## src/rtl/keypad_scanner.sv

```systemverilog
// keypad_scanner: 4x4 matrix keypad scanner with debounce and a valid/ack handshake.
//   Columns are strobed active-low one at a time for SCAN_TICKS clocks each.
//   The synchronized rows are sampled at the end of each column dwell. After
//   column 3 the full scan is classified as NONE, SINGLE or MULTI, and a
//   debounce FSM steps once per scan.
// Ports:
//   clk, reset  - clock; synchronous active-high reset
//   row[3:0]    - keypad rows, active-low, asynchronous to clk
//   col[3:0]    - column strobe, active-low one-hot
//   key_code    - accepted key {row_index, col_index}
//   key_valid   - new key_code pending; held until key_ack
//   key_ack     - consumer acknowledge (ignored while key_valid is 0)
//   key_down    - debounced key-held level
//   overrun     - sticky; a key was accepted while key_valid was still pending
// Build option: define KEYPAD_AUTOREPEAT_EN to re-accept the held key every
//   REPEAT_SCANS scans spent in HELD.
module keypad_scanner #(
    parameter int unsigned SCAN_TICKS     = 100000,
    parameter int unsigned DEBOUNCE_SCANS = 4,
    parameter int unsigned REPEAT_SCANS   = 250
) (
    input  logic       clk,
    input  logic       reset,
    input  logic [3:0] row,
    output logic [3:0] col,
    output logic [3:0] key_code,
    output logic       key_valid,
    input  logic       key_ack,
    output logic       key_down,
    output logic       overrun
);

    localparam int unsigned DWELL_W = (SCAN_TICKS > 1) ? $clog2(SCAN_TICKS) : 1;
    localparam int unsigned CNT_W   = 4;

    typedef enum logic [1:0] {IDLE, PRESS_DB, HELD, RELEASE_DB} state_t;

    logic [3:0]         row_meta_q, row_sync_q;
    logic [DWELL_W-1:0] dwell_q, dwell_d;
    logic [1:0]         col_idx_q, col_idx_d;
    logic [3:0]         col_q, col_d;
    logic [2:0][3:0]    snap_q, snap_d;
    state_t             state_q, state_d;
    logic [CNT_W-1:0]   db_cnt_q, db_cnt_d, db_next;
    logic [3:0]         cand_q, cand_d;
    logic [3:0]         key_code_q, key_code_d;
    logic               key_valid_q, key_valid_d;
    logic               key_down_q, key_down_d;
    logic               overrun_q, overrun_d;
`ifdef KEYPAD_AUTOREPEAT_EN
    localparam int unsigned RPT_W = $clog2(REPEAT_SCANS + 1);
    logic [RPT_W-1:0]   rep_cnt_q, rep_cnt_d, rep_next;
`endif

    logic        tick, scan_done, accept;
    logic [15:0] low_map;
    logic [4:0]  n_low;
    logic [3:0]  hit_code;
    logic        res_none, res_single;

    // Column dwell timing and per-column row snapshots
    always_comb begin
        tick      = (dwell_q == DWELL_W'(SCAN_TICKS - 1));
        scan_done = tick && (col_idx_q == 2'd3);
        dwell_d   = tick ? '0 : dwell_q + DWELL_W'(1);
        col_idx_d = tick ? col_idx_q + 2'd1 : col_idx_q;
        col_d     = ~(4'b0001 << col_idx_d);
        snap_d    = snap_q;
        for (int c = 0; c < 3; c++) begin
            if (tick && (col_idx_q == 2'(c))) snap_d[c] = row_sync_q;
        end
    end

    // Scan classification; column 3 is taken straight from the synchronizer
    // on the same edge it would be snapshotted. Bit index is col*4 + row.
    always_comb begin
        low_map  = ~{row_sync_q, snap_q[2], snap_q[1], snap_q[0]};
        n_low    = '0;
        hit_code = '0;
        for (int i = 0; i < 16; i++) begin
            if (low_map[i]) begin
                n_low    = n_low + 5'd1;
                hit_code = {2'(i % 4), 2'(i / 4)};
            end
        end
        res_none   = (n_low == 5'd0);
        res_single = (n_low == 5'd1);
    end

    // Debounce FSM and output handshake
    always_comb begin
        state_d    = state_q;
        db_cnt_d   = db_cnt_q;
        db_next    = db_cnt_q + CNT_W'(1);
        cand_d     = cand_q;
        key_down_d = key_down_q;
        accept     = 1'b0;
`ifdef KEYPAD_AUTOREPEAT_EN
        rep_cnt_d  = rep_cnt_q;
        rep_next   = rep_cnt_q + RPT_W'(1);
`endif
        if (scan_done) begin
            case (state_q)
                IDLE: begin
                    if (res_single) begin
                        cand_d = hit_code;
                        if (DEBOUNCE_SCANS <= 1) begin
                            state_d  = HELD;
                            accept   = 1'b1;
                            db_cnt_d = '0;
                        end else begin
                            state_d  = PRESS_DB;
                            db_cnt_d = CNT_W'(1);
                        end
                    end
                end
                PRESS_DB: begin
                    if (res_single && (hit_code == cand_q)) begin
                        if (db_next == CNT_W'(DEBOUNCE_SCANS)) begin
                            state_d  = HELD;
                            accept   = 1'b1;
                            db_cnt_d = '0;
                        end else begin
                            db_cnt_d = db_next;
                        end
                    end else begin
                        state_d  = IDLE;
                        db_cnt_d = '0;
                    end
                end
                HELD: begin
                    if (res_none) begin
                        if (DEBOUNCE_SCANS <= 1) begin
                            state_d    = IDLE;
                            key_down_d = 1'b0;
                            db_cnt_d   = '0;
                        end else begin
                            state_d  = RELEASE_DB;
                            db_cnt_d = CNT_W'(1);
                        end
                    end
`ifdef KEYPAD_AUTOREPEAT_EN
                    else if (rep_next == RPT_W'(REPEAT_SCANS)) begin
                        accept    = 1'b1;
                        rep_cnt_d = '0;
                    end else begin
                        rep_cnt_d = rep_next;
                    end
`endif
                end
                RELEASE_DB: begin
                    if (res_none) begin
                        if (db_next == CNT_W'(DEBOUNCE_SCANS)) begin
                            state_d    = IDLE;
                            key_down_d = 1'b0;
                            db_cnt_d   = '0;
                        end else begin
                            db_cnt_d = db_next;
                        end
                    end else begin
                        state_d  = HELD;
                        db_cnt_d = '0;
                    end
                end
                default: state_d = IDLE;
            endcase
        end
`ifdef KEYPAD_AUTOREPEAT_EN
        // Repeat interval restarts on a fresh press and clears once released
        if (state_d != HELD && state_d != RELEASE_DB) rep_cnt_d = '0;
        if (accept && state_q != HELD) rep_cnt_d = '0;
`endif
        if (accept) key_down_d = 1'b1;

        key_code_d  = key_code_q;
        key_valid_d = key_valid_q;
        overrun_d   = overrun_q;
        if (accept) begin
            key_code_d  = cand_d;
            key_valid_d = 1'b1;
            if (key_valid_q && !key_ack) overrun_d = 1'b1;
        end else if (key_valid_q && key_ack) begin
            key_valid_d = 1'b0;
        end
    end

    always_ff @(posedge clk) begin
        if (reset) begin
            row_meta_q  <= 4'hF;
            row_sync_q  <= 4'hF;
            dwell_q     <= '0;
            col_idx_q   <= 2'd0;
            col_q       <= 4'b1110;
            snap_q      <= '0;
            state_q     <= IDLE;
            db_cnt_q    <= '0;
            cand_q      <= '0;
            key_code_q  <= '0;
            key_valid_q <= 1'b0;
            key_down_q  <= 1'b0;
            overrun_q   <= 1'b0;
`ifdef KEYPAD_AUTOREPEAT_EN
            rep_cnt_q   <= '0;
`endif
        end else begin
            row_meta_q  <= row;
            row_sync_q  <= row_meta_q;
            dwell_q     <= dwell_d;
            col_idx_q   <= col_idx_d;
            col_q       <= col_d;
            snap_q      <= snap_d;
            state_q     <= state_d;
            db_cnt_q    <= db_cnt_d;
            cand_q      <= cand_d;
            key_code_q  <= key_code_d;
            key_valid_q <= key_valid_d;
            key_down_q  <= key_down_d;
            overrun_q   <= overrun_d;
`ifdef KEYPAD_AUTOREPEAT_EN
            rep_cnt_q   <= rep_cnt_d;
`endif
        end
    end

    assign col       = col_q;
    assign key_code  = key_code_q;
    assign key_valid = key_valid_q;
    assign key_down  = key_down_q;
    assign overrun   = overrun_q;

endmodule

```

## config.mk

```make
export PLATFORM = sky130hd
export DESIGN_NAME = keypad_scanner
export DESIGN_NICKNAME = d
export VERILOG_FILES = /design/src/rtl/keypad_scanner.sv
export SDC_FILE = /design/constraint.sdc
export NUM_CORES = 1
export LEC_CHECK = 0
export BUFFER_PORTS_ARGS = -buffer_cell sky130_fd_sc_hd__buf_4
export CAP_MARGIN = 40
export CORE_AREA = 5 5 96 98
export DETAILED_ROUTE_END_ITERATION = 8
export DIE_AREA = 0 0 101 103
export PLACE_DENSITY_LB_ADDON = 0.3
export SLEW_MARGIN = 20
export SYNTH_ARGS = -nofsm -noshare
export SYNTH_HDL_FRONTEND = slang
export SYNTH_SLANG_ARGS = --single-unit
```

## constraint.sdc

```tcl
create_clock -name clk -period 9.1 [get_ports clk]
set_input_delay 1.82 -clock clk [delete_from_list [all_inputs] [get_ports clk]]
set_output_delay 1.82 -clock clk [all_outputs]
set_load 0.02 [all_outputs]
```

==> summary.txt, run 1 <==
Detailed routing
  – Drt wl/cell: 13.9 um
  – Vias: 3,679
  – Drt drc: 0
  – Drt via density: 5.50
  – Pre-antenna DRT Iters: 4
  – Iter 0 DRT Violations: 126
  – Routed Antenna Nets: 0
  – Routed wire length: 9330 um

Placed design
  – Area post-placement: 4710 um^2
  – Final GP Congestion: 0.857
  – IO Port Bufs: 17
  – Hpwl dp: 6400 um
  – # placed instances: 634

Cells and area
  – Area Overhead vs Synth: 20.7%
  – Area of the multi-input gates: 3270 um^2
  – Final design utilization: 63.9%
  – Share of layout cells above drive strength 1: 26.0%
  – Antenna cells: 0
  – Layout Cells excl Fill: 669
  – Seq. cell area: 1210 um^2
  – Post-route cell area: 5360 um^2
  – # fillers: 672
  – Nets: 584

Yosys
  – Synth unique cells: 75
  – Mean Syn Cell Area: 8.57 um^2
  – Mapped cell area: 4440 um^2
  – XOR/XNOR Fraction of Synth Area: 17.7%
  – Main synth FF type: dfxtp_1
  – Mapped Nets: 546
  – Area share of the largest cell type after synthesis: 27.1%
  – Mux cell area share after synthesis: 5.89%
  – Compound-Gate Fraction of Synth Area: 14.7%
  – Post-synth EDFFs: 0
  – Synthesis warning total: 0
  – Adder-Cell Fraction of Synth Area: 5.92%
  – Synth async-reset ratio: 0%
  – Seq/Total Area, Yosys: 27.1%
  – Most area-hungry cell type in the Yosys netlist: dfxtp_1
  – Syn Inst Count: 518
  – Most common library cells after synthesis: dfxtp_1 (60), nor2_1 (54), nand2_1 (38)
  – Simple-Gate Fraction of Synth Area: 23.7%
  – Top post-synthesis cells by area: dfxtp_1 (27%), xnor2_1 (6.3%), ha_1 (5.9%)
  – Most frequent cell after synthesis: dfxtp_1
  – Largest family of logic cells by synthesized area: simple AND/OR/NAND/NOR gates
  – #FFs+latches synth: 60

Power
  – Max VDD drop: 0.130 mV
  – PD cells: 108 nW/um^2
  – Leakage Power: 2.07 nW

Floorplanning
  – Core footprint: 8380 um^2
  – Starting Density: 53.0%
  – Num ports: 18
  – Cell Rows: 34
  – Width of the die: 101 um
  – Die footprint: 10,400 um^2
  – Die height: 103 um

Worst setup path
  – Most frequent cell on the critical path: ha_1
  – Crit path kind: reg -> reg
  – Reg2Reg Depth: 52
  – Reg2reg setup slack: 0.22 ns
  – WP data required: 9.36 ns
  – Biggest cell delay along the critical path: 0.36 ns
  – Slowest cell on the critical path: dfxtp_4
  – R2R Path Start: snap_q[1]$_SDFFE_PP0P_
  – Setup crit end: cand_q[0]$_SDFF_PP0_
  – R2r endpoint: cand_q[0]$_SDFF_PP0_
  – Peak fanout along the critical path: 5
  – CP startpoint kind: flop
  – CP endpoint kind: flop
  – Worst Setup SP: snap_q[1]$_SDFFE_PP0P_
  – Arr. time, crit path: 9.13 ns

Clocking
  – TritonCTS buffer count: 9
  – Clk Latency, worst-skew pair: 0.33 ns
  – H-Tree Level Count: 3
  – Clock transition at the registers of the reported paths: 0.07 ns
  – Clock buffer depth: 2
  – Root cell of the clock tree: clkbuf_8
  – CTS tree: done
  – Clock sinks: 60

STA
  – Slew margin rel.: 57.1%
  – Peak Freq: 113 MHz
  – Final Hold Slack: 0.407 ns
  – Setup violations, final: 0
  – Layout Skew: 0.00721 ns
  – RSZ-0062 raised after global routing: yes
  – Max Slew Vio Count: 0
  – Slew @ Worst Pin: 0.638 ns
  – Final Hold Vio Count: 0
  – Fin crit period: 8.88 ns
  – Setup TNS Final: 0 ns
  – Tcrit/Tclk final: 97.6%

GRT
  – Antenna violations before repair: 0
  – Vias in the first global route: 3,441
  – Largest net degree at the start of global routing: 39
  – First-pass GRT wire length: 15,500 um
  – Grt ovf: 0
  – Gr usage total: 18.1%

Status
  – Status: finished, final reports clean

Job
  – Number of max-cap violations: 0

Min path
  – Hold WC Path Type: reg -> reg
  – Hold Startpoint: row_meta_q[3]$_SDFF_PP1_
==> metal layers <==
metal / track usage (%) / vias up / share of wire [%]
met5: 0 / - / 0
met4: 6.65 / 0 / 1.3
met3: 1.76 / 11 / 2.7
met2: 31.3 / 63 / 49
met1: 23.5 / 1728 / 46
li1: - / 1877 / -
==> through the flow <==
step	setup slack [ns]	total power, mW
3_3_place_gp	-0.0237	0.301
3_5_place_dp	-0.265	0.302
4_1_cts	0.0241	0.583
5_1_grt	-0.208	0.601
6_report	0.221	0.581
2_1_floorplan	0.0954	0.294
==> worst min-delay path by stage <==
stage	depth (start not counted)	slack [ns]	end
floorplan	1	0.39	row_sync_q[0]$_SDFF_PP1_
global placement	1	0.39	row_sync_q[1]$_SDFF_PP1_
detailed placement	1	0.40	row_sync_q[1]$_SDFF_PP1_
CTS	1	0.41	row_sync_q[3]$_SDFF_PP1_
global route	1	0.42	row_sync_q[1]$_SDFF_PP1_
finish	1	0.41	row_sync_q[3]$_SDFF_PP1_
==> repair_timing <==
action	in CTS	in global routing
hold buffers	0	0
setup buffers	4	14
gates resized for setup	10	57
cloned	1	0
endpoints found under the setup margin	16	17
pin swaps	1	25
==> final cells by class <==
cell class | count | share of cell area, %
Inverter | 30 | 2.10
Sequential cell | 60 | 22.5
Clock inverter | 5 | 1.87
Tap cell | 108 | 2.52
Multi-Input combinational cell | 403 | 61.1
Timing Repair Buffer | 52 | 7.45
Clock buffer | 11 | 2.45
==> kinds of logic (layout without fill, tap and decap cells) <==
| family | after synthesis | in the layout |
|---|---|---|
| AOI/OAI and AO/OA | 96 | 96 |
| xor gates and xnor gates | 62 | 62 |
| adders and majority gates | 21 | 21 |
| buffers and inverters | 55 | 98 |
| DFF | 60 | 60 |
| muxes | 25 | 25 |
| and+or+nand+nor | 199 | 199 |
==> worst max-delay path: cells and delay by family (launching register included) <==
family | cells | cell delay, ns
AO/OA/AOI/OAI | 11 | 1.65
buffers and inverters | 4 | 0.32
flip-flops | 1 | 0.36
AND/OR/NAND/NOR | 18 | 1.93
adder cells (fa/ha/maj) | 14 | 3.52
multiplexers | 5 | 1.03
==> registers in the layout, summed over array words and instances, names as in the netlist <==
| name | cells |
|---|---|
| dwell_q | 17 |
| cand_q | 4 |
| db_cnt_q | 4 |
| col | 4 |
| state_q | 2 |
| overrun | 1 |
| key_down | 1 |
| key_code | 4 |
| row_sync_q | 4 |
| col_idx_q | 2 |
| row_meta_q | 4 |
| key_valid | 1 |
| snap_q | 12 |
==> cells in the final DEF, fill, tap and decap left out, types with 6 or more instances in the layout <==
cell,count
inv_1,23
xor2_1,12
nor2b_1,9
ha_4,7
xnor3_1,7
or3_1,6
nand4_1,6
nand3_1,14
and3_1,6
o21ai_2,6
buf_4,48
xnor2_1,31
clkbuf_8,9
a21oi_1,16
o21ai_0,17
a31oi_1,8
nor2_1,51
nor3_1,6
nand2b_1,9
nand2_1,33
mux2i_1,20
inv_2,6
ha_1,13
or2_2,8
and2_1,7
dfxtp_1,58
==> power by group <==
group          internal (mW)  switching (mW)  total, mW  leakage (nW)
clock network          0.181          0.0996      0.281         0.117
registers              0.266         0.00488      0.271         0.487
logic                 0.0132          0.0158     0.0291          1.46
(Power assumes the default switching activity.)
==> run 2, diff against run 1 <==
--- a/config.mk
+++ b/config.mk
@@ -5,7 +5,7 @@
 export SDC_FILE = /design/constraint.sdc
 export NUM_CORES = 1
 export LEC_CHECK = 0
-export BUFFER_PORTS_ARGS = -buffer_cell sky130_fd_sc_hd__buf_4
+export BUFFER_PORTS_ARGS = -buffer_cell sky130_fd_sc_hd__clkbuf_2
 export CAP_MARGIN = 40
 export CORE_AREA = 5 5 96 98
 export DETAILED_ROUTE_END_ITERATION = 8
==> run 2 against run 1 <==
  * Non-clock buffer count increased by 2
  * Core utilization fell by 0.12 points
  * Worst setup slack got worse by 0.067 ns
  * Routed wire length up 7.3%
  * Maximum frequency down 0.75%
  * Critical path type unchanged
==> summary.txt, run 2 (synthesis results as in run 1) <==
Placed design
  – Area post-placement: 4670 um^2 (-0.90%)
  – Hpwl dp: 6580 um (+2.8%)
  – # placed instances: 634 (unchanged)
  – Final GP Congestion: 0.841 (-1.8%)
  – IO Port Bufs: 17 (unchanged)

Cells and area
  – Layout Cells excl Fill: 670 (+0.15%)
  – Share of layout cells above drive strength 1: 27.0% (+1.0 points)
  – Largest regs: dwell_q (17), snap_q (12)
  – Post-route cell area: 5350 um^2 (-0.19%)
  – Antenna cells: 0 (unchanged)
  – Commonest non-fill, non-tap cell in the layout: dfxtp_1
  – Nets: 586 (+0.34%)
  – Most frequent cells in the layout: dfxtp_1 (58), nor2_1 (49), buf_4 (34), nand2_1 (32), xnor2_1 (29)
  – Number of flip-flops in the largest register: 17 (unchanged)
  – Area Overhead vs Synth: 20.5%
  – # fillers: 656 (-2.4%)
  – Biggest register: dwell_q

Detailed routing
  – Vias: 3,781 (+2.8%)
  – Drt via density: 5.64 (+2.6%)
  – Drt drc: 0 (unchanged)
  – Pre-antenna DRT Iters: 4 (unchanged)
  – Routed Antenna Nets: 0 (unchanged)
  – Drt wl/cell: 14.9 um (+7.1%)
  – Iter 0 DRT Violations: 141 (+12%)
  – Routed wire length: 10,000 um (+7.3%)

Floorplanning
  – Core footprint: 8380 um^2 (unchanged)
  – Cell Rows: 34 (unchanged)
  – Width of the die: 101 um (unchanged)
  – Num ports: 18 (unchanged)
  – Die footprint: 10,400 um^2 (unchanged)
  – Starting Density: 53.0% (unchanged)
  – Die height: 103 um (unchanged)

Worst setup path
  – R2R Path Start: snap_q[1]$_SDFFE_PP0P_
  – Arr. time, crit path: 9.13 ns (about the same)
  – CP startpoint kind: flop
  – Worst Setup SP: snap_q[1]$_SDFFE_PP0P_
  – Slowest cell on the critical path: dfxtp_4
  – WP data required: 9.29 ns (-0.07 ns)
  – CP endpoint kind: flop
  – Peak fanout along the critical path: 5 (unchanged)
  – Most frequent cell on the critical path: ha_4
  – Crit path kind: reg -> reg
  – Biggest cell delay along the critical path: 0.37 ns (about the same)

Job
  – Number of max-cap violations: 0 (unchanged)

STA
  – Fin crit period: 8.95 ns (+0.0671 ns)
  – Slew margin rel.: 49.8% (-7.2 points)
  – Max Slew Vio Count: 0 (unchanged)
  – Peak Freq: 112 MHz (-0.75%)
  – RSZ-0062 raised after global routing: yes
  – Setup violations, final: 0 (unchanged)
  – Slew @ Worst Pin: 0.752 ns (+0.114 ns)
  – Final Hold Vio Count: 0 (unchanged)
  – Layout Skew: 0.00565 ns (-0.00156 ns)
  – Tcrit/Tclk final: 98.3% (+0.74 points)

Clocking
  – Clock sinks: 60 (unchanged)
  – Clock transition at the registers of the reported paths: 0.06 ns (about the same)
  – Hold_buf cts: 0 (unchanged)
  – TritonCTS buffer count: 9 (unchanged)
  – CTS tree: done
  – H-Tree Level Count: 3 (unchanged)
  – Clk Latency, worst-skew pair: 0.33 ns (about the same)
  – Root cell of the clock tree: clkbuf_8
  – Clock buffer depth: 2 (unchanged)

GRT
  – Antenna violations before repair: 0 (unchanged)
  – Vias in the first global route: 3,650 (+6.1%)
  – Gr usage total: 18.6% (+0.46 points)
  – First-pass GRT wire length: 15,900 um (+2.4%)
  – Grt ovf: 0 (unchanged)
  – Largest net degree at the start of global routing: 39 (unchanged)

Min path
  – Hold Startpoint: row_meta_q[1]$_SDFF_PP1_
  – Hold WC Path Type: reg -> reg

Power
  – Max VDD drop: 0.122 mV (-6.3%)
  – Leakage Power: 2.05 nW (-0.94%)
  – PD cells: 101 nW/um^2 (-6.5%)

Status
  – Status: finished, final reports clean
[run 2: changes by cell type in the layout (fill, tap and decap cells not counted), moves of 3 or more]
cell      before  now
clkbuf_2       0   17
buf_4         48   34
clkbuf_8       9   12
nor2_4         0    3
[run 2: worst max-delay path, delay by kind of cell, from the launching register on]
kind,cells,cell delay [ns]
adder cells (fa/ha/maj),14,3.55
buffers and inverters,5,0.51
AND/OR/NAND/NOR,19,1.91
flip-flops,1,0.37
multiplexers,4,0.86
AO/OA/AOI/OAI,11,1.60
[run 2: area by class of cell]
class | instances | area, um^2 | share of cell area (%)
clock buffer | 14 | 173 | 3.23
tap | 108 | 135 | 2.53
timing repair buffer | 54 | 368 | 6.88
inverter | 30 | 115 | 2.15
sequential | 60 | 1210 | 22.6
multi-input combinational | 403 | 3320 | 62.0
clock inverter | 1 | 30.0 | 0.562
[run 2: through the flow]
stage	utilization (%)	hold slack, ns	power [mW]	setup TNS (ns)	setup slack (ns)
global placement	55.6	0.392	0.300	-0.0236	-0.0236
global route	63.8	0.434	0.564	-3.10	-0.247
CTS	58.7	0.417	0.545	0	0.00588
detailed placement	55.7	0.399	0.301	-3.07	-0.334
finish	63.8	0.419	0.542	0	0.153
floorplan	-	0.389	0.294	0	0.0954
[run 2: timing repair]
item	CTS	global route
setup buffers	3	18
gates cloned	1	0
endpoints found under the setup margin	17	17
resized for setup	11	63
pin swaps	2	33
[run 2: per-layer routing]
layer / wire, um / global-route usage (%) / vias to the layer above
met3: 404 / 2.98 / 17
met2: 5010 / 32.1 / 82
met5: 0 / 0 / -
li1: - / - / 1892
met4: 192 / 7.67 / 0
met1: 4400 / 23.0 / 1790
[run 2: power breakdown]
part	leakage [nW]	internal, mW	switching [mW]	total (mW)
Sequential	0.488	0.266	0.00513	0.271
Combinational	1.46	0.0119	0.0159	0.0278
Clock	0.103	0.148	0.0955	0.243
[run 2: final timing paths]
check                             end  slack (ns)  depth (start not counted)
max          key_code[1]$_SDFFE_PP0P_        0.15                         53
min          row_sync_q[1]$_SDFF_PP1_        0.42                          1
min reg2reg  row_sync_q[1]$_SDFF_PP1_        0.42                          1
max reg2reg  key_code[1]$_SDFFE_PP0P_        0.15                         53
